### src/rtl/nibble_add_seq.sv
// nibble_add_seq: wide adder sequenced one nibble per clock through a single 4-bit CLA cell.
// Ports: clk, rst (async, active-high); in_valid/in_ready with a, b, cin (and op_sub when SUB_EN);
// out_valid/out_ready with sum, cout, ovf; busy is high in RUN or DONE.
// Optional feature macro: SUB_EN adds op_sub for a - b.

module nibble_cla4 (
    input  logic [3:0] a,
    input  logic [3:0] b,
    input  logic       cin,
    output logic [3:0] sum,
    output logic       cout
);
    logic [3:0] g, p;
    logic [4:0] c;
    assign g = a & b;
    assign p = a ^ b;
    assign c[0] = cin;
    assign c[1] = g[0] | (p[0] & cin);
    assign c[2] = g[1] | (p[1] & g[0]) | (p[1] & p[0] & cin);
    assign c[3] = g[2] | (p[2] & g[1]) | (p[2] & p[1] & g[0]) | (p[2] & p[1] & p[0] & cin);
    assign c[4] = g[3] | (p[3] & g[2]) | (p[3] & p[2] & g[1]) | (p[3] & p[2] & p[1] & g[0])
                | (p[3] & p[2] & p[1] & p[0] & cin);
    assign sum  = p ^ c[3:0];
    assign cout = c[4];
endmodule

module nibble_add_seq #(
    parameter int NIBBLES = 4
) (
    input  logic                 clk,
    input  logic                 rst,
    input  logic                 in_valid,
    output logic                 in_ready,
    input  logic [4*NIBBLES-1:0] a,
    input  logic [4*NIBBLES-1:0] b,
    input  logic                 cin,
`ifdef SUB_EN
    input  logic                 op_sub,
`endif
    output logic                 out_valid,
    input  logic                 out_ready,
    output logic [4*NIBBLES-1:0] sum,
    output logic                 cout,
    output logic                 ovf,
    output logic                 busy
);
    localparam int W  = 4 * NIBBLES;
    localparam int CW = (NIBBLES > 1) ? $clog2(NIBBLES) : 1;

    typedef enum logic [1:0] {IDLE, RUN, DONE} state_t;
    state_t state, state_nx;

    logic [W-1:0]  a_reg, b_reg;
    logic          carry;
    logic [CW-1:0] k;
    logic [3:0]    cell_sum;
    logic          cell_cout;
    logic          last;
    logic [W-1:0]  b_eff;
    logic          cin_eff;

`ifdef SUB_EN
    // Subtraction as a + ~b + 1; the external carry-in is ignored.
    assign b_eff   = op_sub ? ~b : b;
    assign cin_eff = op_sub ? 1'b1 : cin;
`else
    assign b_eff   = b;
    assign cin_eff = cin;
`endif

    assign last = (k == CW'(NIBBLES - 1));

    nibble_cla4 u_cell (
        .a    (a_reg[{k, 2'b00} +: 4]),
        .b    (b_reg[{k, 2'b00} +: 4]),
        .cin  (carry),
        .sum  (cell_sum),
        .cout (cell_cout)
    );

    always_ff @(posedge clk or posedge rst) begin
        if (rst) state <= IDLE;
        else     state <= state_nx;
    end

    always_comb begin
        state_nx  = state;
        in_ready  = (state == IDLE);
        out_valid = (state == DONE);
        busy      = (state != IDLE);
        if (state == IDLE && in_valid) state_nx = RUN;
        if (state == RUN && last)      state_nx = DONE;
        if (state == DONE && out_ready) state_nx = IDLE;
    end

    always_ff @(posedge clk or posedge rst) begin
        if (rst) begin
            a_reg <= '0;
            b_reg <= '0;
            carry <= 1'b0;
            k     <= '0;
            sum   <= '0;
            cout  <= 1'b0;
            ovf   <= 1'b0;
        end else if (state == IDLE && in_valid) begin
            a_reg <= a;
            b_reg <= b_eff;
            carry <= cin_eff;
            k     <= '0;
            sum   <= '0;
        end else if (state == RUN) begin
            sum[{k, 2'b00} +: 4] <= cell_sum;
            carry <= cell_cout;
            k     <= k + 1'b1;
            if (last) begin
                cout <= cell_cout;
                // carry still holds the carry into the MSB nibble this cycle
                ovf  <= carry ^ cell_cout;
            end
        end
    end
endmodule

### config.mk
export PLATFORM = sky130hd
export DESIGN_NAME = nibble_add_seq
export DESIGN_NICKNAME = d
export VERILOG_FILES = /design/src/rtl/nibble_add_seq.sv
export SDC_FILE = /design/constraint.sdc
export NUM_CORES = 1
export LEC_CHECK = 0
export ABC_AREA = 1
export BUFFER_PORTS_ARGS = -buffer_cell sky130_fd_sc_hd__buf_2
export CAP_MARGIN = 20
export CORE_ASPECT_RATIO = 2
export CORE_UTILIZATION = 40
export CTS_CLUSTER_DIAMETER = 60
export DETAILED_ROUTE_END_ITERATION = 10
export PLACE_DENSITY_LB_ADDON = 0.12
export SLEW_MARGIN = 20
export SYNTH_ARGS = -nofsm -noshare
export SYNTH_HDL_FRONTEND = slang
export SYNTH_HIERARCHICAL = 1
export SYNTH_SLANG_ARGS = --single-unit
### constraint.sdc
create_clock -name clk -period 5.7 [get_ports clk]
set_input_delay 0.855 -clock clk [delete_from_list [all_inputs] [get_ports clk]]
set_output_delay 0.855 -clock clk [all_outputs]
set_load 0.03 [all_outputs]
==> impl_results.rst <==
.. list-table::
   :header-rows: 1

   * - Metric
     - Value
   * - Result of the run
     - finished clean
   * - Highest achievable clock rate
     - 356.3 MHz
   * - Synth Area per Inst
     - 7.843 um2
   * - Fraction of the cycle the final worst path needs
     - 49.24%
   * - Data arrival time of the critical path
     - approximately 3000 ps
   * - Biggest cell delay along the critical path
     - roughly 670 ps
   * - Syn nets
     - 416
   * - Routed via count
     - 2,423
   * - Slew at the pin with the worst max-slew slack
     - 690.9 ps
   * - Worst setup timing slack at the placement stage
     - 2901 ps
   * - Placed cell areas
     - 3201 um2
   * - Root Buffer
     - clkbuf_16
   * - Initial standard-cell utilization of the core
     - 41.70%
   * - Worst clock skew on the final layout
     - 4.251 ps
   * - # rows
     - 43
   * - Worst-case clock buffer depth
     - 2
   * - Top library cells by usage in the layout, fill and taps aside
     - nand2_1 (143), buf_2 (57), dfrtp_1 (55)
   * - Footprint of the flip-flops and latches
     - around 1400 um2
   * - Number of iterations in the first detailed-routing pass
     - 4
   * - Mapped Cells
     - 369
   * - Post-Synth Simple-Gate Area
     - 30.87%
   * - Crit path cell chain
     - inv_2 -> o21ai_0 -> nand2_1 -> ha_1 -> or2_0 -> nand2_1 -> nand3_1 -> nand2_1 -> nand2_1 -> nor2_1 -> nand3_1 -> nand2_1
   * - Cell count of the worst hold path
     - 2
   * - Clk sink count
     - 55
   * - Last weighted congestion value of the routability-driven placer
     - 0.8396
   * - Crit-path slowest cell
     - dfrtp_1
   * - Synth Area in Compound Gates
     - 8.128%
   * - Clock tree from TritonCTS
     - built
   * - Clock-pin slew on the worst setup and hold paths
     - approximately 70 ps
   * - Area of combinational cells with multiple inputs
     - 1279 um2
   * - Number of buffers added to fix hold violations after cts
     - 0
   * - Startpoint of the most critical setup path
     - k[0]$_DFFE_PP0P_
   * - Number of synthesized register bits
     - 55
   * - Post-synthesis xor/xnor area fraction
     - 0.6053%
   * - Final worst setup slack
     - ~2900 ps
   * - Launching element type of the critical path
     - register
   * - Setup TNS
     - 0 ps
   * - Post-detailed-route wirelength per cell
     - 13.06 um
   * - Final hold viol count
     - 0
   * - Final period demand of the worst path
     - roughly 2800 ps
   * - Predominant post-synthesis flop cell
     - dfrtp_1
   * - RSZ-0062 raised after global routing
     - no
   * - Layout Nets
     - roughly 470
   * - Library cell appearing most often on the critical path
     - nand2_1
   * - Post-synthesis share of cell area spent on full adders, half adders and majority gates
     - between 4 and 5%
   * - Vias in the first global route
     - 2,519
   * - EDFF count, synth
     - 0
   * - Count of inserted antenna diode cells
     - 0
   * - Residual antenna-violating net count after detailed routing
     - 0
   * - Dominant combinational cell family by area after synthesis
     - simple AND/OR/NAND/NOR gates
   * - Post-synth ARST share
     - 100.0%
   * - DRC violations left
     - 0
   * - Num ports
     - 58
   * - Warnings, synthesis
     - 6
   * - Lkg Pwr
     - 0.001895 uW
   * - Depth of the CTS H-tree
     - 2
   * - Total Routing Usage GR
     - 19.23%
   * - End-of-flow core utilization
     - 47.97%
   * - Pin count of the biggest net entering global routing
     - 56
   * - Layout cells sized above 1
     - about 19%
   * - Share of cell area taken by muxes after synthesis
     - 0%
   * - Number of cells traversed by the worst register-to-register path
     - 12
   * - Class of the most critical hold timing path
     - reg -> reg
   * - Area of the core
     - 6940 um2
   * - Most common cell after layout, fill and taps aside
     - nand2_1
   * - Area Growth Syn to Fin
     - 15.05%
   * - HPWL after detailed placement
     - between 4000 and 5000 um
   * - Max-Cap Viols
     - 0
   * - Max Transition Viols Final
     - 0
   * - GRT Residual Overflow
     - 0
   * - Startpoint of the worst-slack reg-to-reg timing path
     - k[0]$_DFFE_PP0P_
   * - Hold path startpoint
     - cout$_DFFE_PP0P_
   * - Die width
     - between 60 and 70 um
   * - Number of filler instances in the final layout
     - 740
   * - Power Dens Cells
     - 638.9 nW/um2
   * - Final Cell Area
     - 3329 um2
   * - Peak supply drop
     - 307.3 uV
   * - Postcts setup bufs
     - 0
   * - Overall power consumption
     - 2127 uW
   * - TritonCTS Buffers
     - 5
   * - Die Area
     - 7600 um2
   * - Initial detailed-routing violation count
     - 65
   * - Cells resized by post-CTS repair
     - 0
   * - First-pass GRT wire length
     - ~11,000 um
   * - Summed instance area of the synthesized netlist
     - ~2900 um2
   * - Crit Path Max Fanout
     - 30
   * - Height of the chip
     - 122.3 um
   * - Sequential cell area fraction in the yosys report
     - 47.56%
   * - Start-to-end type of the worst setup path
     - reg -> reg
   * - Initial antenna violation count
     - 0
   * - Data required, critical path
     - 5930 ps
   * - Post-Route WL
     - 6673 um
   * - Count of final setup violators
     - 0
   * - Post-synthesis cell type count
     - 25
   * - Latest clock arrival within the worst-skew pair
     - ~290 ps
   * - CP Capture Type
     - register
   * - Relative slew slack
     - ~54%
   * - Ratio of routed vias to standard cells
     - 4.742
   * - Buffers on Ports
     - 57
-- worst paths after layout --
kind / endpoint / slack (ps)
max: sum[7]$_DFFE_PP0P_ / 2890
min: cout$_DFFE_PP0P_ / 470
max reg2reg: sum[7]$_DFFE_PP0P_ / 2890
min reg2reg: cout$_DFFE_PP0P_ / 470
max in group asynchronous: a_reg[9]$_DFFE_PP0P_ / 4490
min in group asynchronous: sum[8]$_DFFE_PP0P_ / 740
-- metrics by stage --
step	hold WS, ps	std cells
final	472.2	511
after global routing	510.0	511
after CTS	479.5	511
after detailed placement	463.3	505
after global placement	453.0	505
after floorplan	443.6	369
-- cells in the mapped netlist (2+ instances only) --
library cell / count / area, um2
nand2_1: 143 / 536.8
inv_1: 32 / 120.1
inv_2: 2 / 7.510
buf_6: 5 / 56.30
nor2_4: 3 / 33.78
ha_1: 9 / 112.6
xnor2_1: 2 / 17.52
a21oi_1: 8 / 40.04
buf_4: 3 / 22.52
nand3_1: 28 / 140.1
nand4_1: 2 / 12.51
buf_2: 4 / 20.02
nand2_4: 2 / 22.52
dfrtp_1: 55 / 1376
nor2_1: 34 / 127.6
o21ai_2: 8 / 70.07
o211ai_1: 4 / 30.03
o21ai_0: 18 / 90.09
-- final cells by class --
| type | instances | share of cell area (%) |
|---|---|---|
| sequential | 55 | 41.34 |
| multi-input combinational | 266 | 38.41 |
| tap | 90 | 3.382 |
| inverter | 36 | 4.209 |
| timing repair buffer | 58 | 8.794 |
| clock buffer | 6 | 3.871 |
-- critical path, delay by kind of cell (launching register included) --
kind	cells	cell delay, ps
buf+inv	1	330
compound gates	1	310
flops	1	670
simple gates	9	1060
fa+ha+maj	1	360
-- where the power goes --
group | switching [uW] | internal [uW] | leakage [uW]
clock network | 130 | 158 | 0.0000628
registers | 117 | 549 | 0.000703
logic | 783 | 390 | 0.00113
total | 1030 | 1100 | 0.00190
-- layer usage --
layer  part of all wire, %  track usage [%]  vias up
li1                      -                -     1248
met1                    38            18.99     1103
met2                    55            37.36       56
met3                   2.8            2.881       16
met4                   4.2            11.05        0
met5                     0                0        -
-- logic make-up (layout without fill, tap and decap cells) --
kind of cell,Yosys count,after routing
xor+xnor,2,2
simple gates,215,215
flops,55,55
compound gates,39,39
buf+inv,48,100
fa+ha+maj,10,10
(Power assumes the default switching activity.)
